[src/rtl/sensor_pkg.sv]
`default_nettype none
// ============================================================================
// Module   : sensor_pkg
// Brief    : Shared types and crossing-pattern constants for sensor_seq_gen.
// Revision : 1.0 - initial release
// ============================================================================
package sensor_pkg;

    typedef enum logic [2:0] {
        IDLE = 3'd0,
        PH1  = 3'd1,
        PH2  = 3'd2,
        PH3  = 3'd3,
        GAP  = 3'd4
    } state_t;

    localparam logic DIR_ENTRY = 1'b0;
    localparam logic DIR_EXIT  = 1'b1;

    // Each entry is {a,b} for PH1..PH3; GAP and IDLE are always 00.
    localparam logic [1:0] ENTRY_PAT [1:3] = '{2'b10, 2'b11, 2'b01};
    localparam logic [1:0] EXIT_PAT  [1:3] = '{2'b01, 2'b11, 2'b10};

    function automatic logic [1:0] pattern(input logic dir, input state_t st);
        logic [1:0] pat;
        pat = 2'b00;
        case (st)
            PH1:     pat = (dir == DIR_EXIT) ? EXIT_PAT[1] : ENTRY_PAT[1];
            PH2:     pat = (dir == DIR_EXIT) ? EXIT_PAT[2] : ENTRY_PAT[2];
            PH3:     pat = (dir == DIR_EXIT) ? EXIT_PAT[3] : ENTRY_PAT[3];
            default: pat = 2'b00;
        endcase
        return pat;
    endfunction

endpackage
`default_nettype wire

[src/rtl/sensor_seq_gen_if.sv]
`default_nettype none
// ============================================================================
// Module   : sensor_seq_gen_if
// Brief    : Request/sensor bundle between a requester and sensor_seq_gen.
// Revision : 1.0 - initial release
// ============================================================================
interface sensor_seq_gen_if;

    logic req_in;
    logic req_out;
    logic a;
    logic b;
    logic busy;
    logic done;

    modport master (
        output req_in,
        output req_out,
        input  a,
        input  b,
        input  busy,
        input  done
    );

    modport slave (
        input  req_in,
        input  req_out,
        output a,
        output b,
        output busy,
        output done
    );

endinterface
`default_nettype wire

[src/rtl/sensor_seq_gen_phase_timer.sv]
`default_nettype none
// ============================================================================
// Module   : phase_timer
// Brief    : Loadable down-counter that saturates at zero.
// Revision : 1.0 - initial release
// ============================================================================
module phase_timer #(
    parameter int CNT_W = 5
) (
    input  wire logic             clk,
    input  wire logic             reset,
    input  wire logic             load,
    input  wire logic [CNT_W-1:0] load_val,
    output logic                  zero
);

    logic [CNT_W-1:0] count_q;

    always_ff @(posedge clk) begin
        if (reset) begin
            count_q <= '0;
        end else if (load) begin
            count_q <= load_val;
        end else if (count_q != '0) begin
            count_q <= count_q - 1'b1;
        end
    end

    assign zero = (count_q == '0);

endmodule
`default_nettype wire

[src/rtl/sensor_seq_gen.sv]
`default_nettype none
// ============================================================================
// Module   : sensor_seq_gen
// Brief    : Emulates a two-sensor crossing (entry/exit) with held phases.
// Revision : 1.0 - initial release
// ============================================================================
module sensor_seq_gen
    import sensor_pkg::*;
#(
    parameter int HOLD_CYCLES = 16,
    parameter int CNT_W       = $clog2(HOLD_CYCLES + 1)
) (
    input  wire logic        clk,
    input  wire logic        reset,
    sensor_seq_gen_if.slave  bus
);

    localparam logic [CNT_W-1:0] LOAD_VAL = CNT_W'(HOLD_CYCLES - 1);

    state_t     state_q, state_d;
    logic       dir_q, dir_d;
    logic       a_q, b_q, busy_q, done_q;
    logic [1:0] ab_d;
    logic       busy_d, done_d;
    logic       timer_load, timer_zero;

    phase_timer #(
        .CNT_W (CNT_W)
    ) u_phase_timer (
        .clk      (clk),
        .reset    (reset),
        .load     (timer_load),
        .load_val (LOAD_VAL),
        .zero     (timer_zero)
    );

    always_comb begin
        state_d    = state_q;
        dir_d      = dir_q;
        timer_load = 1'b0;
        case (state_q)
            IDLE: begin
                // req_in has priority; a simultaneous req_out is dropped.
                if (bus.req_in) begin
                    state_d    = PH1;
                    dir_d      = DIR_ENTRY;
                    timer_load = 1'b1;
                end else if (bus.req_out) begin
                    state_d    = PH1;
                    dir_d      = DIR_EXIT;
                    timer_load = 1'b1;
                end
            end
            PH1: if (timer_zero) begin state_d = PH2; timer_load = 1'b1; end
            PH2: if (timer_zero) begin state_d = PH3; timer_load = 1'b1; end
            PH3: if (timer_zero) begin state_d = GAP; timer_load = 1'b1; end
            GAP: if (timer_zero) state_d = IDLE;
            default: state_d = IDLE;
        endcase

        ab_d   = pattern(dir_d, state_d);
        busy_d = (state_d != IDLE);
        done_d = (state_q == GAP) && timer_zero;
    end

    always_ff @(posedge clk) begin
        if (reset) begin
            state_q <= IDLE;
            dir_q   <= DIR_ENTRY;
            a_q     <= 1'b0;
            b_q     <= 1'b0;
            busy_q  <= 1'b0;
            done_q  <= 1'b0;
        end else begin
            state_q <= state_d;
            dir_q   <= dir_d;
            a_q     <= ab_d[1];
            b_q     <= ab_d[0];
            busy_q  <= busy_d;
            done_q  <= done_d;
        end
    end

    assign bus.a    = a_q;
    assign bus.b    = b_q;
    assign bus.busy = busy_q;
    assign bus.done = done_q;

endmodule
`default_nettype wire

[src/flat_wrapper.sv]
// flat-port wrapper written by rule: the top's interface ports become plain ports
module sensor_seq_gen_flat import sensor_pkg::*;
#(
    parameter int HOLD_CYCLES = 16,
    parameter int CNT_W       = $clog2(HOLD_CYCLES + 1)
)
  (clk, reset, bus_req_in, bus_req_out, bus_a, bus_b, bus_busy, bus_done);
  sensor_seq_gen_if bus_i ();
  input  wire logic clk;
  input  wire logic reset;
  input wire logic [$bits(bus_i.req_in)-1:0] bus_req_in;
  input wire logic [$bits(bus_i.req_out)-1:0] bus_req_out;
  output wire logic [$bits(bus_i.a)-1:0] bus_a;
  output wire logic [$bits(bus_i.b)-1:0] bus_b;
  output wire logic [$bits(bus_i.busy)-1:0] bus_busy;
  output wire logic [$bits(bus_i.done)-1:0] bus_done;
  assign bus_i.req_in = bus_req_in;
  assign bus_i.req_out = bus_req_out;
  assign bus_a = bus_i.a;
  assign bus_b = bus_i.b;
  assign bus_busy = bus_i.busy;
  assign bus_done = bus_i.done;
  sensor_seq_gen #(.HOLD_CYCLES(HOLD_CYCLES), .CNT_W(CNT_W)) u_core (.clk(clk), .reset(reset), .bus(bus_i));
endmodule
[config.mk]
export PLATFORM = sky130hd
export DESIGN_NAME = sensor_seq_gen_flat
export DESIGN_NICKNAME = d
export VERILOG_FILES = /design/src/rtl/sensor_pkg.sv /design/src/rtl/sensor_seq_gen_if.sv /design/src/rtl/sensor_seq_gen_phase_timer.sv /design/src/rtl/sensor_seq_gen.sv /design/src/flat_wrapper.sv
export SDC_FILE = /design/constraint.sdc
export NUM_CORES = 1
export LEC_CHECK = 0
export CAP_MARGIN = 20
export CELL_PAD_IN_SITES_DETAIL_PLACEMENT = 0
export CELL_PAD_IN_SITES_GLOBAL_PLACEMENT = 1
export CORE_MARGIN = 1
export CORE_UTILIZATION = 47
export CTS_BUF_LIST = sky130_fd_sc_hd__clkbuf_8
export DETAILED_ROUTE_END_ITERATION = 8
export DONT_BUFFER_PORTS = 1
export GPL_TIMING_DRIVEN = 0
export PLACE_DENSITY_LB_ADDON = 0.2
export REMOVE_ABC_BUFFERS = 1
export SLEW_MARGIN = 25
export SYNTH_ARGS = -nofsm -noshare
export SYNTH_HDL_FRONTEND = slang
export SYNTH_SLANG_ARGS = --single-unit
[constraint.sdc]
create_clock -name clk -period 2.1 [get_ports clk]
set_input_delay 0.21 -clock clk [delete_from_list [all_inputs] [get_ports clk]]
set_output_delay 0.21 -clock clk [all_outputs]
set_load 0.1 [all_outputs]
==> out/qor.csv <==
stage,metric,value,unit
status,outcome,finished clean,
flow_run,maxCapViolCount,0,
timing,maxSlewViolCount,0,
layout,final.fill_count,129,
layout,syn2layout_area_growth,5.15,%
drt,wl_per_cell,12.7,um
placement,gp_congestion,0.712,
timing,finalSetupTns,0,ps
grt,grt_pass1_wl,1770,um
synth,synth_warnings,0,
layout,multiInputGateArea,350,um2
floorplan,num_rows,13,
cts,cts_setup_buffers,0,
synth,synth.cell_area,656,um2
drt,drt-total-wl,1160,um
layout,diodes,0,
grt,grt_use_total,0.172,
timing,holdWs,32.1,ps
power,ir_worst_vdd,0.426,mV
cts,ctsHoldBuffers,0,
timing,finalHoldViolCount,0,
floorplan,dieArea,0.00155,mm2
placement,place_area,644,um2
cts,cts_sinks,13,
placement,hpwl,833,um
floorplan,initial_core_util,0.504,
synth,seq_area_frac_synth,0.397,
critical_path,arrival,1920,ps
timing,min_period_over_period,0.832,
floorplan,boundaryPins,8,
cts,htreeDepth,1,
layout,drive_gt1_frac,0.145,
cts,post_cts_resized,0,
drt,drc,0,
timing,post-route-min-period,1750,ps
floorplan,core,0.00130,mm2
synth,postSynthAreaPerCell,8.63,um2
grt,antenna_found_initial,0,
timing,relSlewSlack,0.380,
synth,synthTopCellsByArea,"dfxtp_1, nor2_1, a21oi_1",
grt,overflow,0,
grt,grt_max_degree,12,
critical_path,r2r-start,u_core.u_phase_timer.count_q[0],
critical_path,path_max_fanout,9,
placement,io_buffers,0,
timing,tightest_slew,928,ps
timing,max_freq,572,MHz
worst_hold_path,hp-start,reset,
timing,fin_worst_skew,2.07,ps
critical_path,path_class,reg2reg,
power,p_per_area,1050,mW/mm2
critical_path,endpoint_kind,flip-flop,
critical_path,r2r_setup_slack,350,ps
critical_path,timing.rr.end,u_core.state_q[2],
layout,final_cell_mix,"dfxtp_1, nor2_1, a21oi_1",
critical_path,worstSetupStartpointType,flip-flop,
worst_hold_path,hold_class,in2reg,
layout,design_area,689,um2
drt,avgViaCountPerCell,5.69,
cts,cts_buffers,3,
synth,yosysTopAreaCellShare,0.397,
drt,drt_first_iter_violations,13,
timing,layout_setup_ws,352,ps
critical_path,critical_path_required,2270,ps
drt,dr.pass1.iters,5,
floorplan,fp.dieH,39.4,um
critical_path,reg2regPathDepth,7,
cts,cts-root-buf,clkbuf_8,
cts,clk_path_buf_depth,2,
synth,ys_ff_latch,13,
power,finalPower,0.726,mW
drt,vias,518,
cts,cts_tree,yes,
drt,postRouteAntennaNets,0,
layout,regArea,260,um2
layout,final_common_cell,dfxtp_1,
synth,ys_types,31,
timing,setup_viol,0,
power,leakage,0.275,nW
cts,clkLatencyLatePin,240,ps
synth,yosysTopAreaCell,dfxtp_1,
placement,dpl_worst_slack,379,ps
timing,rsz0062_at_grt,false,
grt,grt_pass1_vias,423,
floorplan,die_w,39.4,um
worst_hold_path,min_to,u_core.u_phase_timer.count_q[3],
worst_hold_path,holdPathStages,1,
synth,postSynthCellCount,76,
layout,finalNetCount,83,
cts,path_clk_slew,60,ps
area by class of cell:
type                    count  share of cell area
well taps                  15              0.0272
multi-input cells          55               0.508
flip-flops and latches     13               0.377
inverters                   4              0.0218
clock buffers               3              0.0599
clock inverters             1             0.00544
logic make-up (layout without fill, tap and decap cells):
family	Yosys count	count (layout)	synth area share
simple gates	29	29	0.239
buf+inv	8	8	0.0687
flops	13	13	0.397
fa+ha+maj	3	3	0.0553
xor+xnor	2	2	0.0267
compound gates	21	21	0.214
worst max-delay path by stage:
stage / start / end / slack, ps / depth (start not counted)
6_report: u_core.u_phase_timer.count_q[0] / u_core.state_q[2] / 350 / 7
5_1_grt: u_core.u_phase_timer.count_q[0] / u_core.u_phase_timer.count_q[4] / 200 / 7
4_1_cts: u_core.u_phase_timer.count_q[0] / u_core.state_q[2] / 340 / 7
3_5_place_dp: u_core.u_phase_timer.count_q[0] / u_core.state_q[2] / 380 / 7
3_3_place_gp: u_core.u_phase_timer.count_q[0] / u_core.state_q[2] / 410 / 7
2_1_floorplan: u_core.u_phase_timer.count_q[0] / u_core.state_q[2] / 580 / 7
registers in the layout (all words and copies together), names as in the netlist:
register,flops
u_core.state_q,3
u_core.u_phase_timer.count_q,5
u_core.dir_q,1
u_core.bus.b,1
u_core.bus.done,1
u_core.bus.a,1
u_core.bus.busy,1
critical path, stage by stage, from the launching register on:
cell and delay (ps):
dfxtp_1 330, inv_1 80, ha_1 170, nor2b_2 170, and2_1 340, nand2_2 120
or3_1 320, a21oi_1 150
power by group:
part           switching, mW  total (mW)  internal [mW]
clock                 0.0883       0.217          0.129
sequential            0.0823       0.359          0.277
combinational         0.0864       0.149         0.0630
total                  0.257       0.726          0.469
Yosys cell counts (all sizes together):
master    n
nor2b     1
nand2     6
o311ai    1
a311oi    1
xor2      1
a21oi     8
and2      2
xnor2     1
nor4b     1
buf       3
o21ai     6
nor3      5
a31oi     1
ha        2
nor2     10
and4b     1
dfxtp    13
o311a     2
or3       2
clkbuf    1
maj3      1
nand3     1
inv       4
o211ai    1
o2bb2ai   1
metal layers:
| layer | global-route usage | routed length (um) | up-vias |
|---|---|---|---|
| met5 | 0 | 0 | - |
| met4 | 0.103 | 34 | 0 |
| met3 | 0.0398 | 43 | 4 |
| met2 | 0.254 | 472 | 11 |
| met1 | 0.223 | 604 | 231 |
| li1 | - | - | 272 |
metrics by stage:
stage          instances  utilization
2_1_floorplan         72            -
3_3_place_gp          87        0.495
3_5_place_dp          87        0.495
4_1_cts               91        0.530
5_1_grt               91        0.530
6_report              91        0.530
Power figures use the tool's default switching activity.
